===== config.mk =====
export PLATFORM = sky130hd
export DESIGN_NAME = fir_decim_buffer
export DESIGN_NICKNAME = d
export VERILOG_FILES = /design/src/rtl/fir_pkg.sv /design/src/rtl/fir_sample_fifo.sv /design/src/rtl/fir_decim_buffer.sv
export SDC_FILE = /design/constraint.sdc
export NUM_CORES = 1
export LEC_CHECK = 0
export CAP_MARGIN = 10
export CORE_MARGIN = 2
export CORE_UTILIZATION = 25
export DETAILED_ROUTE_END_ITERATION = 12
export GPL_ROUTABILITY_DRIVEN = 1
export HOLD_SLACK_MARGIN = 0.06
export SLEW_MARGIN = 20
export SYNTH_ARGS = -nofsm -noshare
export SYNTH_HDL_FRONTEND = slang
export SYNTH_HIERARCHICAL = 1
export SYNTH_SLANG_ARGS = --single-unit

===== constraint.sdc =====
create_clock -name clk -period 9.32 [get_ports clk]
set_input_delay 1.864 -clock clk [delete_from_list [all_inputs] [get_ports clk]]
set_output_delay 1.864 -clock clk [all_outputs]
set_load 0.01 [all_outputs]

===== src/rtl/fir_pkg.sv =====
// Shared FIR datapath types: sample format and drop-counter width.
package fir_pkg;

  localparam int SAMPLE_W  = 16;
  localparam int DROPCNT_W = 16;

  typedef logic signed [SAMPLE_W-1:0] sample_t;

endpackage


===== src/rtl/fir_sample_fifo.sv =====
// First-word-fall-through sample FIFO; full/empty derived from level.
module fir_sample_fifo
  import fir_pkg::*;
#(
  parameter int DEPTH = 8
) (
  input  logic                       clk,
  input  logic                       rst,
  input  logic                       flush,
  input  logic                       push_i,
  input  logic                       pop_i,
  input  sample_t                    wdata_i,
  output sample_t                    rdata_o,
  output logic                       full_o,
  output logic                       empty_o,
  output logic [$clog2(DEPTH+1)-1:0] level_o
);

  localparam int PTR_W = $clog2(DEPTH);
  localparam int LVL_W = $clog2(DEPTH+1);

  sample_t mem [DEPTH];

  logic [PTR_W-1:0] wr_ptr_q, wr_ptr_d;
  logic [PTR_W-1:0] rd_ptr_q, rd_ptr_d;
  logic [LVL_W-1:0] level_q, level_d;

  always_comb begin
    wr_ptr_d = wr_ptr_q;
    rd_ptr_d = rd_ptr_q;
    level_d  = level_q;
    if (flush) begin
      wr_ptr_d = '0;
      rd_ptr_d = '0;
      level_d  = '0;
    end else begin
      if (push_i) wr_ptr_d = wr_ptr_q + 1'b1;
      if (pop_i)  rd_ptr_d = rd_ptr_q + 1'b1;
      unique case ({push_i, pop_i})
        2'b10:   level_d = level_q + 1'b1;
        2'b01:   level_d = level_q - 1'b1;
        default: level_d = level_q;
      endcase
    end
  end

  always_ff @(posedge clk or posedge rst) begin
    if (rst) begin
      wr_ptr_q <= '0;
      rd_ptr_q <= '0;
      level_q  <= '0;
    end else begin
      wr_ptr_q <= wr_ptr_d;
      rd_ptr_q <= rd_ptr_d;
      level_q  <= level_d;
    end
  end

  // When full, wr_ptr equals rd_ptr: a same-cycle pop still reads the old head.
  always_ff @(posedge clk) begin
    if (push_i && !flush) mem[wr_ptr_q] <= wdata_i;
  end

  assign rdata_o = mem[rd_ptr_q];
  assign full_o  = (level_q == LVL_W'(DEPTH));
  assign empty_o = (level_q == '0);
  assign level_o = level_q;

endmodule


===== src/rtl/fir_decim_buffer.sv =====
// FIR output decimator feeding a FWFT FIFO with sticky overflow.
// Optional drop counter enabled by FIR_DECIM_DROPCNT_EN.
module fir_decim_buffer
  import fir_pkg::*;
#(
  parameter int DECIM = 4,
  parameter int DEPTH = 8
) (
  input  logic                       clk,
  input  logic                       rst,
  input  logic                       flush,
  input  sample_t                    in_data,
  input  logic                       in_en,
  output sample_t                    out_data,
  output logic                       out_valid,
  input  logic                       out_ready,
  output logic [$clog2(DEPTH+1)-1:0] level,
  output logic                       overflow
`ifdef FIR_DECIM_DROPCNT_EN
  ,
  output logic [DROPCNT_W-1:0]       drop_count
`endif
);

  localparam int PH_W = (DECIM > 1) ? $clog2(DECIM) : 1;
  localparam logic [PH_W-1:0] PH_LAST = PH_W'(DECIM - 1);

  logic [PH_W-1:0] ph_q, ph_d;
  logic            ovf_q, ovf_d;
  logic            full, empty;
  logic            dec, push, pop, drop;

  assign dec  = in_en && (ph_q == PH_LAST);
  assign pop  = !empty && out_ready;
  assign push = dec && (!full || pop);
  assign drop = dec && full && !pop;

  always_comb begin
    ph_d  = ph_q;
    ovf_d = ovf_q;
    if (flush) begin
      ph_d  = '0;
      ovf_d = 1'b0;
    end else begin
      if (in_en) ph_d = (ph_q == PH_LAST) ? '0 : ph_q + 1'b1;
      if (drop)  ovf_d = 1'b1;
    end
  end

  always_ff @(posedge clk or posedge rst) begin
    if (rst) begin
      ph_q  <= '0;
      ovf_q <= 1'b0;
    end else begin
      ph_q  <= ph_d;
      ovf_q <= ovf_d;
    end
  end

`ifdef FIR_DECIM_DROPCNT_EN
  logic [DROPCNT_W-1:0] cnt_q, cnt_d;

  always_comb begin
    cnt_d = cnt_q;
    if (flush)
      cnt_d = '0;
    else if (drop && cnt_q != '1)
      cnt_d = cnt_q + 1'b1;
  end

  always_ff @(posedge clk or posedge rst) begin
    if (rst) cnt_q <= '0;
    else     cnt_q <= cnt_d;
  end

  assign drop_count = cnt_q;
`endif

  fir_sample_fifo #(
    .DEPTH(DEPTH)
  ) u_fifo (
    .clk    (clk),
    .rst    (rst),
    .flush  (flush),
    .push_i (push),
    .pop_i  (pop),
    .wdata_i(in_data),
    .rdata_o(out_data),
    .full_o (full),
    .empty_o(empty),
    .level_o(level)
  );

  assign out_valid = !empty;
  assign overflow  = ovf_q;

endmodule


**Yosys cells after proc, flatten, opt, wreduce, memory -nomap -nowiden**

Memory sizes are Yosys's and may differ from the RTL's.
Index checks and enable logic that the tools add are counted.

- Register bits: 13
- Bits in writable memories: 128
- Input port bits: 21
- Output and inout port bits: 22
- Word-level logic and storage cells: 45
- Memories: 1

Memory list:

| name | words | width | rd ports | clocked after Yosys merged registers in | wr ports | RTL line | text |
|---|---|---|---|---|---|---|---|
| u_fifo.mem | 8 | 16 | 1 | 0 | 1 | fir_sample_fifo.sv:22 | `sample_t mem [DEPTH];` |

- Add/sub/neg operators: 5
- Equal/unequal tests: 4
- Muxes and demuxes: 13
- Reductions and logical operators: 17

Operator list:

| cell | count |
|---|---|
| $mux W3 | 4 |
| $pmux W4 S2 | 1 |
| $reduce_bool A2 Y1 | 4 |
| $add A3 B1 Y3 const B | 2 |
| $logic_and A1 B1 Y1 | 6 |
| $mux W2 | 3 |
| $add A4 B1 Y4 const B | 1 |
| $eq A2 B2 Y1 const B | 2 |
| $eq A4 B4 Y1 const B | 1 |
| $logic_not A1 Y1 | 4 |
| $logic_not A4 Y1 | 1 |
| $mux W1 | 4 |
| $mux W4 | 1 |
| $sub A4 B1 Y4 const B | 1 |
| $reduce_bool A3 Y1 | 1 |
| $add A2 B1 Y2 const B | 1 |
| $eq A2 B1 Y1 const B | 1 |
| $logic_or A1 B1 Y1 | 1 |

**Logic depth before layout (Yosys ltp)**

Gate-level depths: netlist (run 1).

- Word-level depth: 8
- Mapped depth: 10
- Gate-level depth less buffers: 10

**By module**

The synthesis (run 1) kept the hierarchy.

Modules (own cells, without submodules):

| module | instances | cells each | area each (µm²) | sequential area each (µm²) |
|---|---|---|---|---|
| fir_sample_fifo | 1 | 262 | 5574.1 | 4093.9 |
| fir_decim_buffer | 1 | 17 | 171.4 | 75.1 |

**Worst setup path after synthesis (run 1)**

No wires, ideal clock.

- Path kind: input-to-reg
- Start: in out_ready
- End: mem u_fifo/mem[0][0] in the netlist's numbering (enable)
- Library setup time: 0.409 ns
- Arrival time: 4.138 ns
- Data required time: 8.911 ns
- Slack: 4.772 ns
- Cell stages on the path: 5
- Path buffers: 1
- Path through: nor2b_1 -> o21ba_2 -> buf_2 -> or3b_2 -> nor3_1

- Word-level cells in the longest chain between the ends: 6

Ends and longest elaborated chain:

| what | RTL line | text |
|---|---|---|
| start, declared | fir_decim_buffer.sv:16 | `input logic out_ready,` |
| $logic_and A1 B1 Y1 | fir_decim_buffer.sv:34 | `assign pop = !empty && out_ready;` |
| $logic_or A1 B1 Y1 | fir_decim_buffer.sv:35 | `assign push = dec && (!full \|\| pop);` |
| $logic_and A1 B1 Y1 | fir_decim_buffer.sv:35 |  |
| net push | fir_decim_buffer.sv:31 | `logic dec, push, pop, drop;` |
| $logic_and A1 B1 Y1 | fir_sample_fifo.sv:61 | `if (push_i && !flush) mem[wr_ptr_q] <= wdata_i;` |
| $mux W1 | fir_sample_fifo.sv:61 |  |
| $mux W1 (implied by the code) | fir_sample_fifo.sv:61 |  |
| end, declared | fir_sample_fifo.sv:22 |  |

The timed path passes the listed nets, and every way through them passes these cells.

**Final worst setup path (run 1)**

- Start: reg u_fifo.rd_ptr_q[0]
- End: out out_data[11]

- Word-level cells in the longest chain between the ends: 1

Ends and longest elaborated chain:

| what | RTL line | text |
|---|---|---|
| start, declared | fir_sample_fifo.sv:25 | `logic [PTR_W-1:0] rd_ptr_q, rd_ptr_d;` |
| start signal, assigned | fir_sample_fifo.sv:54 | `rd_ptr_q <= rd_ptr_d;` |
| $mem_v2 Z8 W16 | - |  |
| end, declared | fir_decim_buffer.sv:14 | `output sample_t out_data,` |

No other way between the ends.

==> summary.txt, run 1 <==
STA
  • Final-report max-slew violation count: 0
  • Fin. Hold Viols: 0
  • Hold slack final: 0.503 ns
  • Crit share post-route: 0.501
  • Min Clock Period, post-route: 4.67 ns
  • Final setup fails: 0
  • Skew final: 0.00863 ns
  • Worst Max-Slew Pin Slew: 0.977 ns
  • Setup TNS after final layout: 0 ns
  • Worst-case headroom to the max-slew limit: 0.347
  • Minimum setup slack in the final design: 4.65 ns
  • Highest achievable clock rate: 0.214 GHz
  • RSZ-0062 raised after global routing: no

Power
  • Design internal power: 1240 µW
  • Combinational share of power: 0.192
  • Total power of the final layout: 1640 µW
  • Share of power burned in the clock network: 0.375
  • Reported leakage power: 0.00230 µW
  • Worst supply voltage drop on vdd: 0.108 mV
  • Fraction of power spent switching nets: 0.247
  • Share of power burned in registers: 0.433
  • Power spent charging and discharging nets: 406 µW
  • Power density over the cells: 233 nW/µm²

Critical path
  • Element type at the critical path end: primary output
  • Max incr delay on CP: 0.67 ns
  • Slowest stage cell on the critical path: sky130_fd_sc_hd__mux4_1
  • Required time of the worst setup path: 7.46 ns
  • Setup slack of the worst register-to-register path: 6.00 ns
  • Startpoint-to-endpoint class of the critical path: flop to primary output
  • Cell chain of the critical path: buf_4 > mux4_1 > mux2_2 > clkdlybuf4s50_1
  • Critical path launch point type: flop
  • Arrival time at the worst endpoint: 2.81 ns
  • Crit-path max FO: 32

Placement
  • Post-DP HPWL: 6.96 mm
  • Number of port buffers: 42
  • Placer congestion estimate: 0.696
  • Setup Slack @ Placement: 4.18 ns

Detailed routing
  • Drt drc: 0
  • Met3 wire length: 394 µm
  • Count of antenna-violating nets left after detailed routing: 0
  • Detail Route met2 WL: 5.68 mm
  • Average vias per placed instance: 4.38
  • Number of optimization iterations in the first detailed-route pass: 4
  • Via count: 2,768
  • Wire length after detailed routing: 11.2 mm
  • WL met1: 5.05 mm
  • Number of violations reported at the end of detailed-routing iteration 0: 225
  • Average wire per standard cell: 17.8 µm
  • Top routing layer in use: met4

Global route
  • Global-route wire length before repair: 17.5 mm
  • Antenna violations before repair: 0
  • Largest net degree at the start of global routing: 33
  • Via count of the first global-routing pass: 2,995
  • Congestion Overflow GR: 0
  • All-Layer GR Usage: 0.0984

Synth
  • Post-synth net total: 305
  • Number of flops mapped to enable cells by yosys: 128
  • Portion of the post-synthesis area used by sequential elements: 0.726
  • Mean area per synthesized cell: 20.6 µm²
  • Fraction of post-synthesis cell area in the top cell type by area: 0.669
  • Distinct cell type count after synthesis: 37
  • Cell types with the highest counts after synthesis: sky130_fd_sc_hd__edfxtp_1 (128), sky130_fd_sc_hd__mux4_1 (25), sky130_fd_sc_hd__nor2_1 (18)
  • Mapped Area: 5750 µm²
  • Syn. warnings: 6
  • Most instantiated library cell after synthesis: sky130_fd_sc_hd__edfxtp_1
  • Number of instances in the synthesized netlist: 279
  • Most common flop cell mapped by yosys: sky130_fd_sc_hd__edfxtp_1
  • Ranking of synthesized cells by area: sky130_fd_sc_hd__edfxtp_1 (67%), sky130_fd_sc_hd__mux4_1 (11%), sky130_fd_sc_hd__dfrtp_1 (5.7%)
  • Flops & latches, synth: 141
  • Library cell occupying the most area in the post-synthesis netlist: sky130_fd_sc_hd__edfxtp_1
  • Proportion of register bits with asynchronous set or reset after synthesis: 0.0922

Clock network
  • # resized after CTS: 0
  • CTS Buffer Depth: 2
  • CTS tree: yes
  • Clock network latency to the later pin of the worst-skew pair: 0.41 ns
  • Post-CTS setup buffer count: 0
  • Clock buffers created by TritonCTS: 17
  • Clock-pin slew on the worst setup and hold paths: 0.05 ns
  • Clock root buffer: sky130_fd_sc_hd__clkbuf_16
  • # H-tree levels: 4
  • Total clock sinks: 141
  • # hold bufs at CTS: 0

Floorplan
  • # rows: 55
  • Die area: 24,200 µm²
  • Initial cell density of the core: 0.255
  • Die boundary height: 156 µm
  • Overall die width: 156 µm
  • Standard cell core area: 22,600 µm²
  • Ports placed on the boundary: 43

Layout
  • Number of filler instances in the final layout: 2,181
  • Syn-to-layout area delta: 23.0%
  • Number of antenna repair diodes: 0
  • Layout cells sized above 1: 0.193
  • Final Net Count: 361

Job
  • # Max-Cap Violations: 0

Worst hold path
  • Class of the worst hold path: flop to flop

Run status
  • Outcome: complete, no violations
[cell families after synthesis]
logic type / share of synthesized area
buf+inv: 0.0192
fa+ha+maj: 0.0109
mux: 0.180
xor+xnor: 0.00915
compound gates: 0.0152
simple gates: 0.0399
flops: 0.726
[power groups by stage]
stage	registers, µW	clock network [µW]	logic (µW)
after global routing	713	664	341
after CTS	712	633	320
after floorplan	723	0	217
after global placement	724	0	313
after detailed placement	724	0	318
final	712	617	316
[layout by cell type, fill, tap and decap left out, types with 2 or more instances in the layout]
cell	n
sky130_fd_sc_hd__clkdlybuf4s50_1	42
sky130_fd_sc_hd__mux4_2	7
sky130_fd_sc_hd__nor2b_1	3
sky130_fd_sc_hd__mux2_2	16
sky130_fd_sc_hd__mux4_1	25
sky130_fd_sc_hd__clkinvlp_4	3
sky130_fd_sc_hd__nand2_1	4
sky130_fd_sc_hd__nand3_1	2
sky130_fd_sc_hd__xnor2_1	2
sky130_fd_sc_hd__edfxtp_1	128
sky130_fd_sc_hd__inv_1	6
sky130_fd_sc_hd__inv_6	3
sky130_fd_sc_hd__mux2i_1	4
sky130_fd_sc_hd__ha_1	5
sky130_fd_sc_hd__nor4_1	2
sky130_fd_sc_hd__buf_4	9
sky130_fd_sc_hd__nor3_1	2
sky130_fd_sc_hd__clkinv_2	3
sky130_fd_sc_hd__nor2_1	18
sky130_fd_sc_hd__xor2_1	4
sky130_fd_sc_hd__nand2b_1	5
sky130_fd_sc_hd__clkbuf_16	17
sky130_fd_sc_hd__dfrtp_1	13
[area by class of cell]
type / count / area (µm²) / area share
clock inverters: 13 / 118 / 0.0166
clock buffers: 18 / 429 / 0.0607
repair buffers: 51 / 488 / 0.0691
inverters: 6 / 22.5 / 0.00319
flip-flops and latches: 141 / 4170 / 0.590
well taps: 285 / 357 / 0.0505
multi-input cells: 118 / 1480 / 0.210
[state kept, by name, indices dropped and copies added, names as in the netlist]
signal	count
u_fifo/rd_ptr_q	3
ph_q	2
overflow	1
u_fifo/level_o	4
u_fifo/wr_ptr_q	3
u_fifo/mem	128
[layer usage]
metal / up-vias / GRT usage
met5: - / 0
met2: 55 / 0.165
met1: 1443 / 0.124
met3: 9 / 0.0258
met4: 0 / 0.0341
li1: 1261 / -
[critical path: cells and delay by family (launching register included)]
kind / cells / cell delay (ns)
flops: 1 / 0.38
mux: 2 / 0.99
buf+inv: 2 / 1.00
[path summary, 6_finish.rpt]
kind | start | end | cells after the start
worst max register to register | u_fifo/level_o[1] | u_fifo/mem[7][1] | 6
max in group asynchronous | rst | u_fifo/wr_ptr_q[0] | 2
min in group asynchronous | rst | overflow | 2
worst max-delay path | u_fifo/rd_ptr_q[0] | out_data[11] | 4
worst min-delay path | overflow | overflow | 2
worst min register to register | overflow | overflow | 2
[through the flow]
stage                     utilization  area [µm²]  std cells
after floorplan                     -        5750        279
after global placement          0.289        6520        601
after global routing            0.313        7070        632
final                           0.313        7070        632
after CTS                       0.313        7070        632
after detailed placement        0.289        6520        601
No activity file was read; power rests on OpenSTA's default activity.
==> inputs of run 2 (changes only) <==
- clock period: 9.32 -> 4 ns (I/O delays scaled with it)
==> summary.txt, run 2 (synthesis results as in run 1) <==
STA
  • Minimum setup slack in the final design: 0.619 ns (-4.03 ns)
  • Crit share post-route: 0.845
  • Worst Max-Slew Pin Slew: 0.917 ns (-0.0600 ns)
  • Final setup fails: 0 (unchanged)
  • Min Clock Period, post-route: 3.38 ns
  • Skew final: 0.00956 ns (+0.000928 ns)
  • Setup TNS after final layout: 0 ns (unchanged)
  • Highest achievable clock rate: 0.296 GHz
  • RSZ-0062 raised after global routing: no
  • Final-report max-slew violation count: 0 (unchanged)
  • Worst-case headroom to the max-slew limit: 0.389 (+0.0421)
  • Fin. Hold Viols: 0 (unchanged)

Placement
  • Number of port buffers: 42 (unchanged)
  • Post-DP HPWL: 7.09 mm (+1.9%)
  • Placer congestion estimate: 0.688 (-1.0%)
  • Setup Slack @ Placement: 0.583 ns (-3.60 ns)

Detailed routing
  • Wire length after detailed routing: 11.0 mm (-2.6%)
  • Number of violations reported at the end of detailed-routing iteration 0: 160 (-29%)
  • Average wire per standard cell: 17.1 µm (-3.9%)
  • Count of antenna-violating nets left after detailed routing: 0 (unchanged)
  • Drt drc: 0 (unchanged)
  • Number of optimization iterations in the first detailed-route pass: 5 (+1)
  • Via count: 2,853 (+3.1%)
  • Average vias per placed instance: 4.45 (+1.6%)

Clock network
  • Clock buffers created by TritonCTS: 17 (unchanged)
  • CTS tree: yes
  • Clock root buffer: sky130_fd_sc_hd__clkbuf_16
  • # H-tree levels: 4 (unchanged)
  • Clock-pin slew on the worst setup and hold paths: 0.06 ns (about the same)
  • Post-CTS setup buffer count: 0 (unchanged)
  • CTS Buffer Depth: 2 (unchanged)
  • Total clock sinks: 141 (unchanged)
  • # resized after CTS: 0 (unchanged)
  • Clock network latency to the later pin of the worst-skew pair: 0.41 ns (about the same)
  • # hold bufs at CTS: 0 (unchanged)

Floorplan
  • Die boundary height: 156 µm (unchanged)
  • Standard cell core area: 22,600 µm² (unchanged)
  • # rows: 55 (unchanged)
  • Overall die width: 156 µm (unchanged)
  • Ports placed on the boundary: 43 (unchanged)
  • Initial cell density of the core: 0.255 (unchanged)
  • Die area: 24,200 µm² (unchanged)

Layout
  • Syn-to-layout area delta: 24.4%
  • Number of filler instances in the final layout: 2,169 (-0.55%)
  • Flip-flop count of the largest register, all copies and words added: 128 (unchanged)
  • Most common cell after layout, fill and taps aside: sky130_fd_sc_hd__edfxtp_1
  • Largest Register: u_fifo/mem
  • Layout cells sized above 1: 0.213 (+0.0204)
  • Final Net Count: 369 (+2.2%)
  • Share of the core filled with cells in the final layout: 0.317 (+0.00360)
  • Commonest non-fill, non-tap cells in the layout: sky130_fd_sc_hd__edfxtp_1 (128), sky130_fd_sc_hd__clkdlybuf4s50_1 (42), sky130_fd_sc_hd__mux4_1 (25)
  • Number of antenna repair diodes: 0 (unchanged)

Critical path
  • Crit-path max FO: 32 (unchanged)
  • Count of buffer and inverter cells on the critical path: 2 (unchanged)
  • Cell chain of the critical path: buf_12 > mux4_1 > mux2_2 > clkdlybuf4s50_1
  • Slowest stage cell on the critical path: sky130_fd_sc_hd__mux4_1
  • Required time of the worst setup path: 3.20 ns (-4.26 ns)
  • Arrival time at the worst endpoint: 2.58 ns (-0.23 ns)
  • Max incr delay on CP: 0.64 ns (-0.03 ns)
  • Critical path launch point type: flop
  • Element type at the critical path end: primary output
  • Largest delay share family, worst path: multiplexers
  • Startpoint-to-endpoint class of the critical path: flop to primary output

Worst hold path
  • Class of the worst hold path: flop to flop

Power
  • Reported leakage power: 0.00237 µW (+2.8%)
  • Power density over the cells: 547 nW/µm² (+130%)
  • Total power of the final layout: 3910 µW (+140%)
  • Worst supply voltage drop on vdd: 0.239 mV (+120%)

Global route
  • All-Layer GR Usage: 0.0959 (-0.00245)
  • Global-route wire length before repair: 17.1 mm (-2.4%)
  • Largest net degree at the start of global routing: 33 (unchanged)
  • Antenna violations before repair: 0 (unchanged)
  • Via count of the first global-routing pass: 3,041 (+1.5%)
  • Congestion Overflow GR: 0 (unchanged)

Job
  • # Max-Cap Violations: 0 (unchanged)

Run status
  • Outcome: complete, no violations
==> run 2: cell count changes in the layout (fill, tap and decap cells not counted), sizes merged <==
cell	before	now
clkinvlp	3	1
buf	9	17
clkinv	5	6
inv	10	12
==> run 2: where the power goes <==
part	internal [µW]	switching, µW
Sequential	1630	33.9
Combinational	428	334
Clock	867	616
==> run 2: per-layer routing <==
metal  share of wire  track usage  vias up
li1                -            -     1282
met1            0.42        0.108     1504
met2            0.52        0.169       56
met3           0.039       0.0314       11
met4           0.016       0.0371        0
met5               0            0        -
==> run 2: worst reg2reg max path, cell delays in order, from the launching register on <==
cell and delay (ns):
sky130_fd_sc_hd__dfrtp_1 0.48, sky130_fd_sc_hd__nor4_1 0.37, sky130_fd_sc_hd__nor2b_1 0.08, sky130_fd_sc_hd__buf_4 0.19, sky130_fd_sc_hd__o21ba_2 0.31, sky130_fd_sc_hd__nor2b_1 0.29
sky130_fd_sc_hd__ha_1 0.35, sky130_fd_sc_hd__a31o_2 0.28, sky130_fd_sc_hd__a2111oi_0 0.42, sky130_fd_sc_hd__nand4b_1 0.18
==> run 2: area by class of cell <==
| class | instances | area, µm² | area share |
|---|---|---|---|
| Sequential cell | 141 | 4170 | 0.583 |
| Multi-Input combinational cell | 118 | 1480 | 0.207 |
| Timing Repair Buffer | 59 | 561 | 0.0784 |
| Clock buffer | 18 | 429 | 0.0600 |
| Tap cell | 285 | 357 | 0.0499 |
| Clock inverter | 14 | 133 | 0.0186 |
| Inverter | 6 | 22.5 | 0.00315 |
==> run 2: metrics by stage <==
| stage | instances | hold slack [ns] | cell area (µm²) |
|---|---|---|---|
| finish | 641 | 0.513 | 7150 |
| global route | 641 | 0.552 | 7150 |
| CTS | 641 | 0.504 | 7150 |
| detailed placement | 609 | 0.493 | 6590 |
| global placement | 609 | 0.489 | 6590 |
| floorplan | 279 | 0.490 | 5750 |
==> run 2: worst paths after layout <==
kind                                    start            endpoint  slack, ns  depth (start not counted)
hold reg to reg                      overflow            overflow       0.51                          2
max in group asynchronous                 rst  u_fifo/wr_ptr_q[2]       2.97                          2
hold / removal                       overflow            overflow       0.51                          2
setup reg to reg            u_fifo/level_o[1]   u_fifo/level_o[3]       0.99                          9
setup / recovery           u_fifo/rd_ptr_q[0]        out_data[11]       0.62                          4
min in group asynchronous                 rst            overflow       0.59                          2
